===== config.mk =====
export PLATFORM = sky130hd
export DESIGN_NAME = core_bht
export DESIGN_NICKNAME = d
export VERILOG_FILES = /design/src/rtl/core_bht_pkg.sv /design/src/rtl/core_bht.sv
export SDC_FILE = /design/constraint.sdc
export NUM_CORES = 1
export LEC_CHECK = 0
export CAP_MARGIN = 20
export CORE_MARGIN = 1.5
export CORE_UTILIZATION = 39
export DETAILED_ROUTE_END_ITERATION = 6
export SETUP_SLACK_MARGIN = 0.15
export SYNTH_ARGS = -nofsm -noshare
export SYNTH_HDL_FRONTEND = slang
export SYNTH_SLANG_ARGS = --single-unit
export TNS_END_PERCENT = 5

===== constraint.sdc =====
create_clock -name clk -period 3.4 [get_ports clk]
set_input_delay 0.34 -clock clk [delete_from_list [all_inputs] [get_ports clk]]
set_output_delay 0.34 -clock clk [all_outputs]
set_load 0.05 [all_outputs]

===== src/rtl/core_bht_pkg.sv =====
// Shared branch-predictor definitions: table geometry defaults and the
// init/run state encoding used by both core_bht and core_pht.
package core_bht_pkg;

    localparam int BHT_IDX_W  = 6;
    localparam int BHT_HIST_W = 4;

    typedef enum logic {
        ST_INIT = 1'b0,
        ST_RUN  = 1'b1
    } bht_state_e;

endpackage : core_bht_pkg


===== src/rtl/core_bht.sv =====
// Local branch history table: per-PC shift registers read in IF, updated from ID,
// with a same-cycle update bypass and a sequential clear sweep after reset.
module core_bht
    import core_bht_pkg::*;
#(
    parameter int IDX_W  = BHT_IDX_W,
    parameter int HIST_W = BHT_HIST_W
) (
    input  logic              clk,
    input  logic              rst,
    input  logic [9:0]        if_pc,
    input  logic [9:0]        id_pc,
    input  logic              update_BP,
    input  logic              taken,
    input  logic              stall,
    input  logic              clear_bht,
    output logic [HIST_W-1:0] BHR_if,
    output logic [HIST_W-1:0] BHR_id,
    output logic              init_busy
);

    localparam int             ENTRIES  = 1 << IDX_W;
    localparam logic [IDX_W:0] LAST_IDX = (IDX_W + 1)'(ENTRIES - 1);
    localparam logic [IDX_W:0] CNT_ONE  = (IDX_W + 1)'(1);

    bht_state_e        state_q;
    bht_state_e        state_d;
    logic [IDX_W:0]    init_cnt_q;
    logic [IDX_W:0]    init_cnt_d;

    logic [HIST_W-1:0] mem [ENTRIES];

    logic [IDX_W-1:0]  if_idx;
    logic [IDX_W-1:0]  id_idx;
    logic [HIST_W-1:0] id_hist;
    logic [HIST_W-1:0] shifted;

    logic              wr_en;
    logic [IDX_W-1:0]  wr_idx;
    logic [HIST_W-1:0] wr_data;

    logic [HIST_W-1:0] bhr_id_q;

    // Upper PC bits do not take part in indexing.
    logic unused_pc;
    assign unused_pc = ^{if_pc[9:IDX_W], id_pc[9:IDX_W]};

    assign if_idx  = if_pc[IDX_W-1:0];
    assign id_idx  = id_pc[IDX_W-1:0];
    assign id_hist = mem[id_idx];
    assign shifted = {id_hist[HIST_W-2:0], taken};

    always_ff @(posedge clk or negedge rst) begin
        if (!rst) begin
            state_q    <= ST_INIT;
            init_cnt_q <= '0;
        end else begin
            state_q    <= state_d;
            init_cnt_q <= init_cnt_d;
        end
    end

    // NOTE: every always_comb output gets a default first, so no path can infer a latch.
    always_comb begin
        state_d    = state_q;
        init_cnt_d = init_cnt_q;
        case (state_q)
            ST_INIT: begin
                if (clear_bht) begin
                    init_cnt_d = '0;
                end else if (init_cnt_q == LAST_IDX) begin
                    state_d    = ST_RUN;
                    init_cnt_d = init_cnt_q + CNT_ONE;
                end else begin
                    init_cnt_d = init_cnt_q + CNT_ONE;
                end
            end
            ST_RUN: begin
                if (clear_bht) begin
                    state_d    = ST_INIT;
                    init_cnt_d = '0;
                end
            end
            default: begin
                state_d    = ST_INIT;
                init_cnt_d = '0;
            end
        endcase
    end

    // Single write port: the clear sweep owns it in INIT, ID updates in RUN.
    always_comb begin
        wr_en   = 1'b0;
        wr_idx  = id_idx;
        wr_data = shifted;
        if (state_q == ST_INIT) begin
            wr_en   = 1'b1;
            wr_idx  = init_cnt_q[IDX_W-1:0];
            wr_data = '0;
        end else if (update_BP) begin
            wr_en   = 1'b1;
        end
    end

    // NOTE: the table has no reset; the INIT sweep zeroes it, which keeps it a plain RAM.
    always_ff @(posedge clk) begin
        if (wr_en) begin
            mem[wr_idx] <= wr_data;
        end
    end

    always_comb begin
        BHR_if = mem[if_idx];
        if (state_q == ST_INIT) begin
            BHR_if = '0;
        end else if (update_BP && (if_idx == id_idx)) begin
            BHR_if = shifted;
        end
    end

    // Updates keep running under stall; only the IF-to-ID copy freezes.
    always_ff @(posedge clk or negedge rst) begin
        if (!rst) begin
            bhr_id_q <= '0;
        end else if (!stall) begin
            bhr_id_q <= BHR_if;
        end
    end

    assign BHR_id    = bhr_id_q;
    assign init_busy = (state_q == ST_INIT);

endmodule : core_bht

# ---- Word level (Yosys, flattened, before mapping)
# Memory sizes are Yosys's and may differ from the RTL's.
# Cells that the tools add are included.
dict set report word_totals {
  reg_bits 12
  mem_bits_rw 256
  input_bits 26
  mem_count 1
}
# memory depth width read_ports rd_ports_with_merged_regs write_ports line
set mem_list {}
lappend mem_list {mem 64 4 2 0 1 core_bht.sv:31} ;# logic [HIST_W-1:0] mem [ENTRIES];
dict set report classes {
  add_sub_neg 1
  n_eq_ne 3
  mux 15
  n_bitwise 1
  n_reduce_logical 1
}
# op n
set ops {}
lappend ops {{7-bit two-way mux} 2}
lappend ops {{7-bit one-hot mux with 2 select lines} 1}
lappend ops {{4-bit two-way mux} 3}
lappend ops {{7-bit by 1-bit adder with 7-bit output, second input constant} 1}
lappend ops {{7-bit by 6-bit == test with 1-bit output, second input constant} 1}
lappend ops {{1-bit two-way mux} 7}
lappend ops {{6-bit == test} 1}
lappend ops {{6-bit two-way mux} 1}
lappend ops {{2-bit != test, second input constant} 1}
lappend ops {{1-bit one-hot mux with 2 select lines} 1}
lappend ops {{1-bit logical AND} 1}
lappend ops {{1-bit NOT} 1}

# ---- Logic depth before layout (Yosys ltp)
dict set report depth {
  ltp_word 4
  depth_mapped 12
  ltp_nobuf 7
}

# ---- Worst setup path before layout
# OpenSTA, ideal clock, no wires.
dict set report synth_timing {
  path_type {input-to-reg}
  from {input port id_pc[2]}
  to {memory mem[0][2] (netlist bit), data pin}
  setup_time_ns 0.500
  arrival_time_ns 3.402
  t_required_ns 2.900
  path_slack_ns -0.502
  path_stages 7
  n_path_buf 3
  path_cell_list {clkbuf_1 buf_1 clkbuf_1 a211oi_1 a2111oi_0 a311oi_1 nor2_1}
}
dict set report synth_between {
  elab_chain_cells 2
}
# element line
set synth_rtl {}
lappend synth_rtl {{start, declared} core_bht.sv:12} ;# input logic [9:0] id_pc,
lappend synth_rtl {{memory 64 x 4 bit} n/a}
lappend synth_rtl {{4-bit two-way mux} core_bht.sv:96} ;# if (state_q == ST_INIT) begin
lappend synth_rtl {{via wr_data[2]} core_bht.sv:40} ;# logic [HIST_W-1:0] wr_data;
lappend synth_rtl {{end, declared} core_bht.sv:31}
# The timed path passes the listed nets, and every way through them passes these cells.

==> run_results.csv <==
group,metric,value,unit
status,status,"finished, final reports clean",
yosys,yosysWarnings,0,
cts,cts_tree,"done",
timing,relSlewSlack,25.9,%
finish,fin_area,14700,sq um
grt,grt_max_degree,65,
yosys,synthArstFlopShare,4.48,%
drt,vias,7403,
worst_hold_path,hold_path_class,"in -> async",
yosys,synthMuxAreaShare,22.8,%
floorplanning,io_pins,35,
timing,rsz0062_at_grt,"yes",
critical_path,worstPathArrival,3.05,ns
cts,insertion_delay,0.55,ns
timing,hold_ws,0.148,ns
drt,antenna_left,0,
floorplanning,core,31700,sq um
cts,clkTransAtPathRegs,0.06,ns
timing,worstMarginPinSlew,1.11,ns
drt,via_per_inst,5.96,
drt,drt-wirelength-per-cell,26.6,um
yosys,synth_top_area_cell,"edfxtp_1",
yosys,netlist_instances,758,
critical_path,cp_slowest_cell,"mux4_2",
placed_design,port_buffers,26,
drt,dr.pass1.iters,5,
power_and_ir_drop,p_switching,1.57,mW
placed_design,place_area,13800,sq um
finish,layout.nets,846,
cts,root_buffer,"clkbuf_16",
grt,grt_pass1_vias,7560,
yosys,synth_top_flop_cell,"edfxtp_1",
yosys,netlist_area,12600,sq um
timing,setup_viol,0,
critical_path,endpoint_kind,"output pin",
drt,drcViolationCount,0,
power_and_ir_drop,power_frac_comb,8.4,%
critical_path,cp_max_fo,2,
yosys,yosys-top-cells-area,"edfxtp_1, mux4_2, nor2_1, dfrtp_1, mux2i_1",
timing,hold_violations,0,
floorplanning,die_area,33500,sq um
critical_path,crit_chain,"mux4_2 > mux4_2 > mux4_2 > or2_1 > and3_1 > buf_6",
yosys,synth_top_area_share,60.9,%
yosys,synth_fa_ha_area_share,0.0991,%
timing,fmax,0.295,GHz
cts,cts_max_path_buffers,3,
yosys,postSynthAreaPerCell,16.7,sq um
floorplanning,row_count,65,
grt,antenna_found_initial,0,
placed_design,gp_congestion,0.911,
timing,fin_crit,3.39,ns
yosys,synth_xor_area_share,0.694,%
grt,grt_pass1_wl,49600,um
yosys,synth_edf_count,256,
job,maxCapViolations,0,
yosys,synth-seq-cells,268,
placed_design,hpwl,23500,um
finish,antenna_cells,0,
yosys,yosys.cell_types.count,54,
floorplanning,die_w,183,um
grt,grt_overflow_total,0,
critical_path,start_kind,"flop",
finish,syn_to_final_growth,16.5,%
power_and_ir_drop,p_per_area,479,nW/um^2
drt,routed_wl,33000,um
cts,numClockSinks,268,
timing,maxSlewViolCount,0,
yosys,synth_compound_area_share,4.19,%
floorplanning,start_util,39.8,%
critical_path,slowest_delay,0.54,ns
power_and_ir_drop,power_frac_seq,51.1,%
timing,min_period_over_period,99.6,%
finish,layout_commonest_cell,"edfxtp_1",
finish,drive_gt1_share,29.6,%
cts,hold_buffers,0,
critical_path,crit_required,3.06,ns
finish,most-common-layout-cells,"edfxtp_1, mux4_2, nor2_1",
power_and_ir_drop,p_sw_share,22.2,%
finish,fillers,2746,
cts,post_cts_buffers,0,
power_and_ir_drop,p_leak,4.92,nW
cts,numCtsBuffers,29,
power_and_ir_drop,vdd_ir_drop_max,0.359,mV
drt,drt-initial-drc-count,777,
yosys,ys_seq_area_share,63.3,%
timing,skew,0.0161,ns
floorplanning,die_y,183,um
yosys,synth_nets,785,
critical_path,crit_top_cell,"mux4_2",
critical_path,critPathKind,"reg -> out",
grt,grt_usage,20.3,%
power_and_ir_drop,intPower,5.48,mW
yosys,synth_top_family_by_area,"multiplexers",
timing,setup_tns,0,ns
power_and_ir_drop,clkPwrFrac,40.6,%
yosys,synth-simple-area-share,6.95,%
cts,htree_levels,1,
[critical path, delay by kind of cell, from the launching register on]
family / cells / cell delay [ns]
multiplexers: 3 / 1.55
AND/OR/NAND/NOR: 2 / 0.41
flip-flops: 1 / 0.39
buffers and inverters: 1 / 0.15
[registers in the layout (all words and copies together), names as in the netlist]
register	count
mem	256
init_cnt_q	7
BHR_id	4
state_q	1
[per-stage QoR]
step / cells / total power [mW] / util (%) / setup WS, ns
2_1_floorplan: 758 / 4.01 / - / -0.468
3_3_place_gp: 1190 / 4.24 / 43.5 / 0.0502
3_5_place_dp: 1190 / 4.24 / 43.5 / 0.0000839
4_1_cts: 1242 / 7.09 / 46.2 / 0.00606
5_1_grt: 1242 / 7.27 / 46.4 / -0.0335
6_report: 1242 / 7.05 / 46.4 / 0.0136
[cell type report]
cell class | instances | area (sq um) | area share, %
flip-flops and latches | 268 | 7990 | 54.3
repair buffers | 82 | 891 | 6.05
well taps | 402 | 503 | 3.42
inverters | 5 | 18.8 | 0.128
multi-input cells | 433 | 4460 | 30.3
clock inverters | 20 | 116 | 0.791
clock buffers | 32 | 737 | 5.01
[synth_stat cells, types with 2 or more instances]
master / instances
o21a_1: 2
a311oi_1: 2
nand4_1: 9
nand3_1: 10
nand2_1: 37
a21oi_1: 11
a21o_1: 2
o221ai_1: 5
a22oi_1: 12
edfxtp_1: 256
a221oi_1: 2
nor4b_1: 2
clkinv_1: 2
mux2i_1: 29
and2_1: 6
mux2_2: 24
dfrtp_1: 12
clkbuf_1: 22
o211ai_1: 2
inv_1: 3
nand2b_1: 6
xor2_1: 6
nand3b_1: 2
or3b_2: 2
buf_6: 2
a211oi_1: 6
or3_1: 2
buf_2: 18
a31oi_1: 3
nor2b_1: 11
nor2_1: 88
nor3_1: 7
o31ai_1: 2
buf_1: 10
o22ai_1: 4
nor4_1: 4
o21ai_0: 9
xnor2_1: 4
nor3b_1: 3
a22o_1: 3
mux4_2: 103
[timing repair]
| item | 4_1_cts | 5_1_grt |
|---|---|---|
| resized for setup | 2 | 15 |
| endpoints found under the setup margin | 3 | 4 |
| pin swaps | 0 | 4 |
[power by group through the flow]
stage	logic (mW)	clock network, mW	registers (mW)
5_1_grt	0.622	3.05	3.60
2_1_floorplan	0.351	0	3.66
3_5_place_dp	0.575	0	3.67
3_3_place_gp	0.574	0	3.67
6_report	0.589	2.86	3.60
4_1_cts	0.578	2.91	3.60
[kinds of logic (layout without fill, tap and decap cells)]
logic type	after synthesis	count (layout)
simple gates	191	191
compound gates	75	75
flops	268	268
fa+ha+maj	1	1
xor+xnor	10	10
buf+inv	57	139
mux	156	156
[path summary, 6_finish.rpt]
| check | start | to | slack, ns | cells past startpoint |
|---|---|---|---|---|
| max | mem[33][3] | BHR_if[3] | 0.01 | 6 |
| min | rst | init_cnt_q[1] | 0.15 | 1 |
| max reg2reg | mem[49][0] | mem[26][1] | 0.71 | 8 |
| min reg2reg | BHR_id[3] | BHR_id[3] | 0.49 | 1 |
| max in group asynchronous | rst | BHR_id[2] | 2.90 | 1 |
| min in group clk | BHR_id[3] | BHR_id[3] | 0.49 | 1 |
[layer usage]
layer / share of wire, % / vias to the layer above / global-route usage (%)
li1: - / 3202 / -
met1: 43 / 3862 / 29.0
met2: 48 / 299 / 32.4
met3: 7.2 / 40 / 3.30
met4: 1.9 / 0 / 5.15
met5: 0 / - / 0
No activity file was read; power rests on OpenSTA's default activity.
